<file path="config.mk">
export PLATFORM = sky130hd
export DESIGN_NAME = seq_divider64
export DESIGN_NICKNAME = d
export VERILOG_FILES = /design/src/rtl/seq_divider64_pkg.sv /design/src/rtl/seq_divider64_div_step.sv /design/src/rtl/seq_divider64.sv
export SDC_FILE = /design/constraint.sdc
export NUM_CORES = 1
export LEC_CHECK = 0
export CORE_ASPECT_RATIO = 1.2
export CORE_MARGIN = 2
export CORE_UTILIZATION = 35
export DETAILED_ROUTE_END_ITERATION = 10
export SETUP_SLACK_MARGIN = 0.15
export SLEW_MARGIN = 25
export SYNTH_ARGS = -nofsm -noshare
export SYNTH_HDL_FRONTEND = slang
export SYNTH_SLANG_ARGS = --single-unit
</file>
<file path="constraint.sdc">
create_clock -name clk -period 3.7 [get_ports clk]
set_input_delay 0.74 -clock clk [delete_from_list [all_inputs] [get_ports clk]]
set_output_delay 0.74 -clock clk [all_outputs]
set_load 0.1 [all_outputs]
</file>
<file path="src/rtl/seq_divider64_pkg.sv">
// Shared types and helpers for the sequential restoring divider.
// Latency: n/a (declarations only).
// Backpressure: n/a.
package seq_divider_pkg;

    localparam int DIV_WIDTH = 64;

    typedef enum logic [1:0] {
        IDLE,
        CALC,
        FIN
    } div_state_t;

    // Magnitude of a full-width operand; the most negative value wraps to itself,
    // which the unsigned magnitude datapath then reads as 2**(DIV_WIDTH-1).
    function automatic logic [DIV_WIDTH-1:0] abs_val(input logic [DIV_WIDTH-1:0] v,
                                                     input logic                 sgn);
        return (sgn && v[DIV_WIDTH-1]) ? -v : v;
    endfunction

endpackage

</file>
<file path="src/rtl/seq_divider64_div_step.sv">
// One restoring-division iteration: shift {rem, quo} left, trial-subtract divisor.
// Latency: purely combinational.
// Backpressure: none; the caller decides when to register the result.
module div_step
    import seq_divider_pkg::*;
#(
    parameter int WIDTH = DIV_WIDTH
) (
    input  logic [WIDTH-1:0] rem,
    input  logic [WIDTH-1:0] quo,
    input  logic [WIDTH-1:0] divisor,
    output logic [WIDTH-1:0] next_rem,
    output logic [WIDTH-1:0] next_quo
);

    logic [WIDTH:0] shifted;
    logic [WIDTH:0] diff;

    // Trial subtraction at WIDTH+1 bits; a set top bit means the divisor did not fit.
    always_comb begin
        shifted = {rem, quo[WIDTH-1]};
        diff    = shifted - {1'b0, divisor};
        if (diff[WIDTH]) begin
            next_rem = shifted[WIDTH-1:0];
            next_quo = {quo[WIDTH-2:0], 1'b0};
        end else begin
            next_rem = diff[WIDTH-1:0];
            next_quo = {quo[WIDTH-2:0], 1'b1};
        end
    end

endmodule

</file>
<file path="src/rtl/seq_divider64.sv">
// Radix-2 restoring UDIV/SDIV with ARM64 divide-by-zero and overflow results.
// Latency: done WIDTH+1 edges after start (2 edges on early exit when SEQ_DIVIDER_EARLY_TERM_EN is defined).
// Backpressure: start is ignored while busy; flush squashes the in-flight op without done.
module seq_divider64
    import seq_divider_pkg::*;
#(
    parameter int WIDTH = DIV_WIDTH,
    parameter int CNT_W = $clog2(WIDTH) + 1
) (
    input  logic             clk,
    input  logic             reset,
    input  logic             start,
    input  logic             flush,
    input  logic             is_signed,
    input  logic [WIDTH-1:0] dividend,
    input  logic [WIDTH-1:0] divisor,
    output logic             busy,
    output logic             done,
    output logic [WIDTH-1:0] quotient,
    output logic [WIDTH-1:0] remainder,
    output logic             div_by_zero
);

    div_state_t       state, state_nxt;
    logic [CNT_W-1:0] cnt;
    logic [WIDTH-1:0] rem, quo, dvs_mag, dvd_orig;
    logic [WIDTH-1:0] step_rem, step_quo;
    logic [WIDTH-1:0] a_mag, b_mag;
    logic             q_neg, r_neg, dvs_zero, short_cut;
    logic             early_exit, last_iter, accept;

    assign a_mag     = (is_signed && dividend[WIDTH-1]) ? -dividend : dividend;
    assign b_mag     = (is_signed && divisor[WIDTH-1])  ? -divisor  : divisor;
    assign accept    = start && !flush;
    assign last_iter = (cnt == CNT_W'(WIDTH - 1));
    assign busy      = (state != IDLE);

`ifdef SEQ_DIVIDER_EARLY_TERM_EN
    // First CALC cycle: quo still holds |dividend|, so a zero or oversized divisor is known here.
    assign early_exit = (state == CALC) && (cnt == '0) && (dvs_zero || (dvs_mag > quo));
`else
    assign early_exit = 1'b0;
`endif

    div_step #(.WIDTH(WIDTH)) u_step (
        .rem      (rem),
        .quo      (quo),
        .divisor  (dvs_mag),
        .next_rem (step_rem),
        .next_quo (step_quo)
    );

    // State register.
    always_ff @(posedge clk) begin
        if (reset) state <= IDLE;
        else       state <= state_nxt;
    end

    // Next-state selection; flush always returns a busy divider to IDLE.
    always_comb begin
        state_nxt = state;
        case (state)
            IDLE:    if (accept) state_nxt = CALC;
            CALC: begin
                if (flush)                        state_nxt = IDLE;
                else if (early_exit || last_iter) state_nxt = FIN;
            end
            FIN:     state_nxt = IDLE;
            default: state_nxt = IDLE;
        endcase
    end

    // Operand capture, iteration datapath and result registers.
    always_ff @(posedge clk) begin
        if (reset) begin
            cnt         <= '0;
            rem         <= '0;
            quo         <= '0;
            dvs_mag     <= '0;
            dvd_orig    <= '0;
            q_neg       <= 1'b0;
            r_neg       <= 1'b0;
            dvs_zero    <= 1'b0;
            short_cut   <= 1'b0;
            done        <= 1'b0;
            quotient    <= '0;
            remainder   <= '0;
            div_by_zero <= 1'b0;
        end else begin
            done <= 1'b0;
            case (state)
                IDLE: if (accept) begin
                    dvd_orig  <= dividend;
                    quo       <= a_mag;
                    dvs_mag   <= b_mag;
                    rem       <= '0;
                    cnt       <= '0;
                    q_neg     <= is_signed & (dividend[WIDTH-1] ^ divisor[WIDTH-1]);
                    r_neg     <= is_signed & dividend[WIDTH-1];
                    dvs_zero  <= (divisor == '0);
                    short_cut <= 1'b0;
                end
                CALC: if (!flush) begin
                    if (early_exit) begin
                        short_cut <= 1'b1;
                    end else begin
                        rem <= step_rem;
                        quo <= step_quo;
                        cnt <= cnt + CNT_W'(1);
                    end
                end
                FIN: if (!flush) begin
                    done        <= 1'b1;
                    div_by_zero <= dvs_zero;
                    // Zero or oversized divisor: remainder is the untouched dividend.
                    if (dvs_zero || short_cut) begin
                        quotient  <= '0;
                        remainder <= dvd_orig;
                    end else begin
                        quotient  <= q_neg ? -quo : quo;
                        remainder <= r_neg ? -rem : rem;
                    end
                end
                default: ;
            endcase
        end
    end

endmodule

</file>
* Yosys cells after proc, flatten, opt, wreduce, memory -nomap -nowiden *
Cells that the tools add are included.
W data, S select, Z words.

word-level totals
  output and inout bits = 131
  flip-flop bits (word level) = 398
  input port bits = 133

cells by class
  reductions and logical operators = 13
  eq/ne operators = 6
  bitwise gates (word level) = 5
  add/subtract/negate cells = 6
  muxes and demuxes = 22

operators with widths
  kind                   number
  $mux W64               11
  $neg A64 Y64           4
  $pmux W64 S2           2
  $sub A65 B64 Y65       1
  $logic_not A64 Y1      1
  $mux W7                2
  $pmux W7 S2            1
  $add A7 B1 Y7 const B  1
  $eq A7 B6 Y1 const B   1
  $mux W2                3
  $reduce_and A2 Y1      3
  $ne A2 B2 Y1 const B   2
  $pmux W2 S2            1
  $reduce_bool A2 Y1     2
  $logic_and A1 B1 Y1    3
  $ne A3 B3 Y1 const B   1
  $reduce_and A3 Y1      1
  $and A1 B1 Y1          2
  $eq A2 B1 Y1 const B   1
  $eq A2 B2 Y1 const B   1
  $logic_not A2 Y1       1
  $mux W1                2
  $not A1 Y1             2
  $reduce_or A2 Y1       1
  2 further kinds        2

* Depth between registers and ports, before layout *
  word-level depth = 4
  mapped depth = 16
  depth with buffers taken out = 13

* Cells and area by module *
From an unflattened synthesis, not the netlist that was laid out.

second synthesis, totals
  cells, all modules = 3503
  area, all modules = 25728.4 µm²

by module, submodules not included
  module         area an instance (µm²)  cells an instance  times used
  seq_divider64  20529.7                 2645               1
  div_step       5198.7                  858                1

* Least setup slack after synthesis *
No wires, ideal clock.

  path type = input -> register
  start point = input divisor[16]
  end point = register dvs_mag[51]
  arrival = 3.543 ns
  stages = 11
  data required time = 3.630 ns
  path slack = 0.086 ns
  setup time = 0.070 ns
  cells stage by stage = or4_1 > or3_1 > nor3_1 > nand2b_1 > clkbuf_1 > nor4_1 > nand3_1 > o41ai_1 > xnor2_1 > nand2_1 > a21oi_1

between the ends
  word-level cells in the longest chain between the ends = 2

ends and longest elaborated chain
  item                  line                 source
  start, declared       seq_divider64.sv:16  input logic [WIDTH-1:0] divisor,
  $neg A64 Y64          seq_divider64.sv:33  assign b_mag = (is_signed && divisor[WIDTH-1]) ? -divisor : divisor;
  $mux W64              seq_divider64.sv:33
  end signal, assigned  seq_divider64.sv:95  dvs_mag <= b_mag;
  end, declared         seq_divider64.sv:26  logic [WIDTH-1:0] rem, quo, dvs_mag, dvd_orig;

No other way between the ends.
A chain may end at the register's enable or synchronous reset.

* Worst setup path in the final report *
  start point = register rem[3]
  end point = register rem[53]

between the ends
  word-level cells in the longest chain between the ends = 4

ends and longest elaborated chain
  item                    line                          source
  start, declared         seq_divider64.sv:26
  start signal, assigned  seq_divider64.sv:107          rem <= step_rem;
  $sub A65 B64 Y65        seq_divider64_div_step.sv:22  diff = shifted - {1'b0, divisor};
  $mux W64                seq_divider64_div_step.sv:23  if (diff[WIDTH]) begin
  $mux W64                seq_divider64.sv:103          CALC: if (!flush) begin
  $pmux W64 S2            seq_divider64.sv:91           case (state)

No other way between the ends. The select of a mux whose other input is x is not followed.

==> results.tsv <==
stage	metric	value	unit
synth	synth_nets	3445	
detailed_routing	postRouteAntennaNets	0	
detailed_routing	drt_pass1_iterations	5	
worst_setup_path	crit_arrival	3.99	ns
hold_path	min_to	remainder[37]$_SDFFE_PP0P_	
detailed_routing	wirelength	96.6	mm
clock_network	cts_tree	built	
die	ios	264	
detailed_routing	drtIter0Drc	2033	
worst_setup_path	criticalPathCategory	reg2reg	
synth	synth_edf_count	0	
die	die_y	292	um
worst_setup_path	timing.rr.start	rem[3]$_SDFFE_PP0P_	
worst_setup_path	cp_max_fo	6	
die	die_w	244	um
detailed_routing	num_vias	25479	
synth	synthTopCellsByCount	nand2_1 (493), dfxtp_1 (398), a21oi_1 (292)	
grt	grt_overflow	0	
die	die_area	71400	um2
synth	synthTopCellsByArea	dfxtp_1 (33%), nand2_1 (7.6%), a21oi_1 (6.0%)	
hold_path	hold_depth	2	
synth	synth_seq_cells	398	
place	portBuffers	263	
layout	instances_no_fill	4581	
timing	period_needed	3.46	ns
grt	grt_pass1_wl	146	mm
place	dp.cells	4492	
timing	clock_skew	0.0236	ns
synth	synthFlopType	dfxtp_1	
power	power_density	360	nW/um2
place	hpwlAfterDp	75.7	mm
synth	ys_warn_count	0	
place	place_area	29600	um2
clock_network	cts.sinks	398	
place	gp_congestion	0.984	
die	initial_utilization	35.4	%
grt	grt_start_max_net_pins	126	
layout	fin_nets	3837	
clock_network	cts_buffers	45	
worst_setup_path	timing.rr.end	rem[53]$_SDFFE_PP0P_	
power	power.leakage	12.2	nW
grt	antenna_found_initial	0	
grt	track_usage	26.4	%
worst_setup_path	crit_slowest_cell	or4b_2	
die	row_count	105	
synth	synth_cell_types	81	
worst_setup_path	rrSetupSlack	0.24	ns
layout	fill_cells	6826	
synth	netlist_instances	3242	
synth	synth_top_area_share	32.8	%
clock_network	path_clk_slew	0.06	ns
synth	synth.most_common_cell	nand2_1	
detailed_routing	drc_errors	0	
run	maxCapViolations	0	
synth	yosysSeqAreaShare	32.8	%
layout	stdcell_area	31300	um2
worst_setup_path	end_kind	register	
timing	setup_viol	0	
power	peakVddDrop	331	uV
synth	avgSynthCellArea	7.48	um2
timing	fmax	289	MHz
timing	grt_setup_unrepaired	false	
layout	synthToLayoutAreaGrowth	29.2	%
grt	grt_pass1_vias	24336	
timing	slew_violations	0	
worst_setup_path	required	4.23	ns
clock_network	htreeDepth	2	
timing	tightestPinTransition	1.07	ns
layout	drive_gt1_share	13.2	%
detailed_routing	vias_per_cell	5.56	
die	core_area	68400	um2
clock_network	cts_buffer_depth	3	
hold_path	hold_start	remainder[37]$_SDFFE_PP0P_	
timing	slew_headroom	28.4	%
clock_network	clkLatencyLatePin	0.60	ns
worst_setup_path	cp_slowest_stage_delay	0.60	ns
synth	async_flop_share	0	%
clock_network	cts_root_buffer	clkbuf_16	
timing	hold_ws	0.444	ns
worst_setup_path	ff2ff_path_depth	10	
worst_setup_path	startpoint_type	register	
timing	setup_tns	0	ns
outcome	status	finished clean	
timing	hold_violations	0	
hold_path	hp-class	reg2reg	
synth	syn_area	24300	um2
worst_setup_path	crit_chain	ha_1, a21o_1, o31a_1, and3_4, o2111a_2, or2_2, a221o_2, buf_4, or4b_2, nand3b_1	
timing	period_share	93.5	%
detailed_routing	post_drt_wl_per_cell	21.1	um
synth	synth_top_area_cell	dfxtp_1	
[power by group]
group | internal [W] | leakage (nW) | total [W] | switching (W)
Sequential | 0.00442 | 3.24 | 0.00458 | 0.000153
Combinational | 0.000807 | 8.20 | 0.00196 | 0.00115
Clock | 0.00279 | 0.763 | 0.00475 | 0.00196
[how the worst max path moves through the flow]
stage / from / endpoint / slack [ns] / cells past startpoint
6_report: rem[3]$_SDFFE_PP0P_ / rem[53]$_SDFFE_PP0P_ / 0.24 / 10
5_1_grt: quo[0]$_SDFFE_PP0P_ / quotient[45]$_SDFFE_PP0P_ / 0.14 / 12
4_1_cts: quo[63]$_SDFFE_PP0P_ / rem[53]$_SDFFE_PP0P_ / 0.16 / 13
3_5_place_dp: dividend[13] / quo[62]$_SDFFE_PP0P_ / -0.17 / 12
3_3_place_gp: dividend[13] / quo[62]$_SDFFE_PP0P_ / -0.11 / 12
2_1_floorplan: rem[46]$_SDFFE_PP0P_ / rem[53]$_SDFFE_PP0P_ / 0.18 / 12
[kinds of logic after synthesis]
| group | Yosys count | share of synthesized area [%] |
|---|---|---|
| mux | 12 | 0.500 |
| buf+inv | 325 | 5.19 |
| simple gates | 1130 | 21.2 |
| fa+ha+maj | 70 | 3.64 |
| compound gates | 1022 | 26.3 |
| flops | 398 | 32.8 |
| xor+xnor | 285 | 10.3 |
[placed cells by master, fill, tap and decap left out, types with 24 or more instances in the layout]
cell type and count:
xnor2_1 142, dfxtp_1 392, a31oi_1 41, nand3_1 33, ha_1 68, clkbuf_16 46, clkdlybuf4s50_1 248, a22oi_1 53
xor2_1 143, or3_1 47, a21oi_1 291, a22o_1 34, o31ai_1 50, a211oi_1 69, o21ai_0 280, inv_1 99
nand2_1 492, nor2_1 274, nor4_1 31, nor3_1 77, o41ai_1 24, buf_4 308
[registers in the layout, indices dropped and copies added, names as in the netlist]
signal,count
dvd_orig,64
dvs_mag,64
quo,64
quotient,64
rem,64
remainder,64
cnt,7
state,2
div_by_zero,1
done,1
dvs_zero,1
q_neg,1
r_neg,1
[cell type report]
type	instances	area, um2	area share (%)
flip-flops and latches	398	7980	25.4
clock buffers	62	1280	4.09
repair buffers	569	5030	16.1
well taps	909	1140	3.63
multi-input cells	2519	15300	48.7
diodes	2	5.00	0.0160
clock inverters	21	269	0.858
inverters	101	379	1.21
[worst max-delay path, delay by kind of cell (launching register included)]
kind / cells / cell delay [ns]
buffers and inverters: 1 / 0.17
adder cells (fa/ha/maj): 1 / 0.31
AO/OA/AOI/OAI: 4 / 1.22
AND/OR/NAND/NOR: 4 / 1.19
flip-flops: 1 / 0.48
[stage by stage]
stage / util [%] / total power (W) / worst slack, ns
finish: 45.8 / 0.0113 / 0.240
CTS: 45.5 / 0.0113 / 0.157
detailed placement: 43.2 / 0.00657 / -0.174
global placement: 43.2 / 0.00656 / -0.114
global route: 45.8 / 0.0117 / 0.136
floorplan: - / 0.00573 / 0.176
[repair_timing]
item	CTS	global route
pin swaps	0	7
setup buffers	0	4
setup endpoints to repair	1	74
hold buffers	0	0
resized for setup	2	37
[metal layers]
metal / vias to the layer above / global-route usage, % / share of wire [%]
li1: 12371 / - / -
met4: 0 / 14.3 / 6.0
met1: 12065 / 32.5 / 41
met3: 196 / 2.85 / 5.5
met5: - / 0 / 0
met2: 847 / 45.0 / 48
Power figures use the tool's default switching activity.
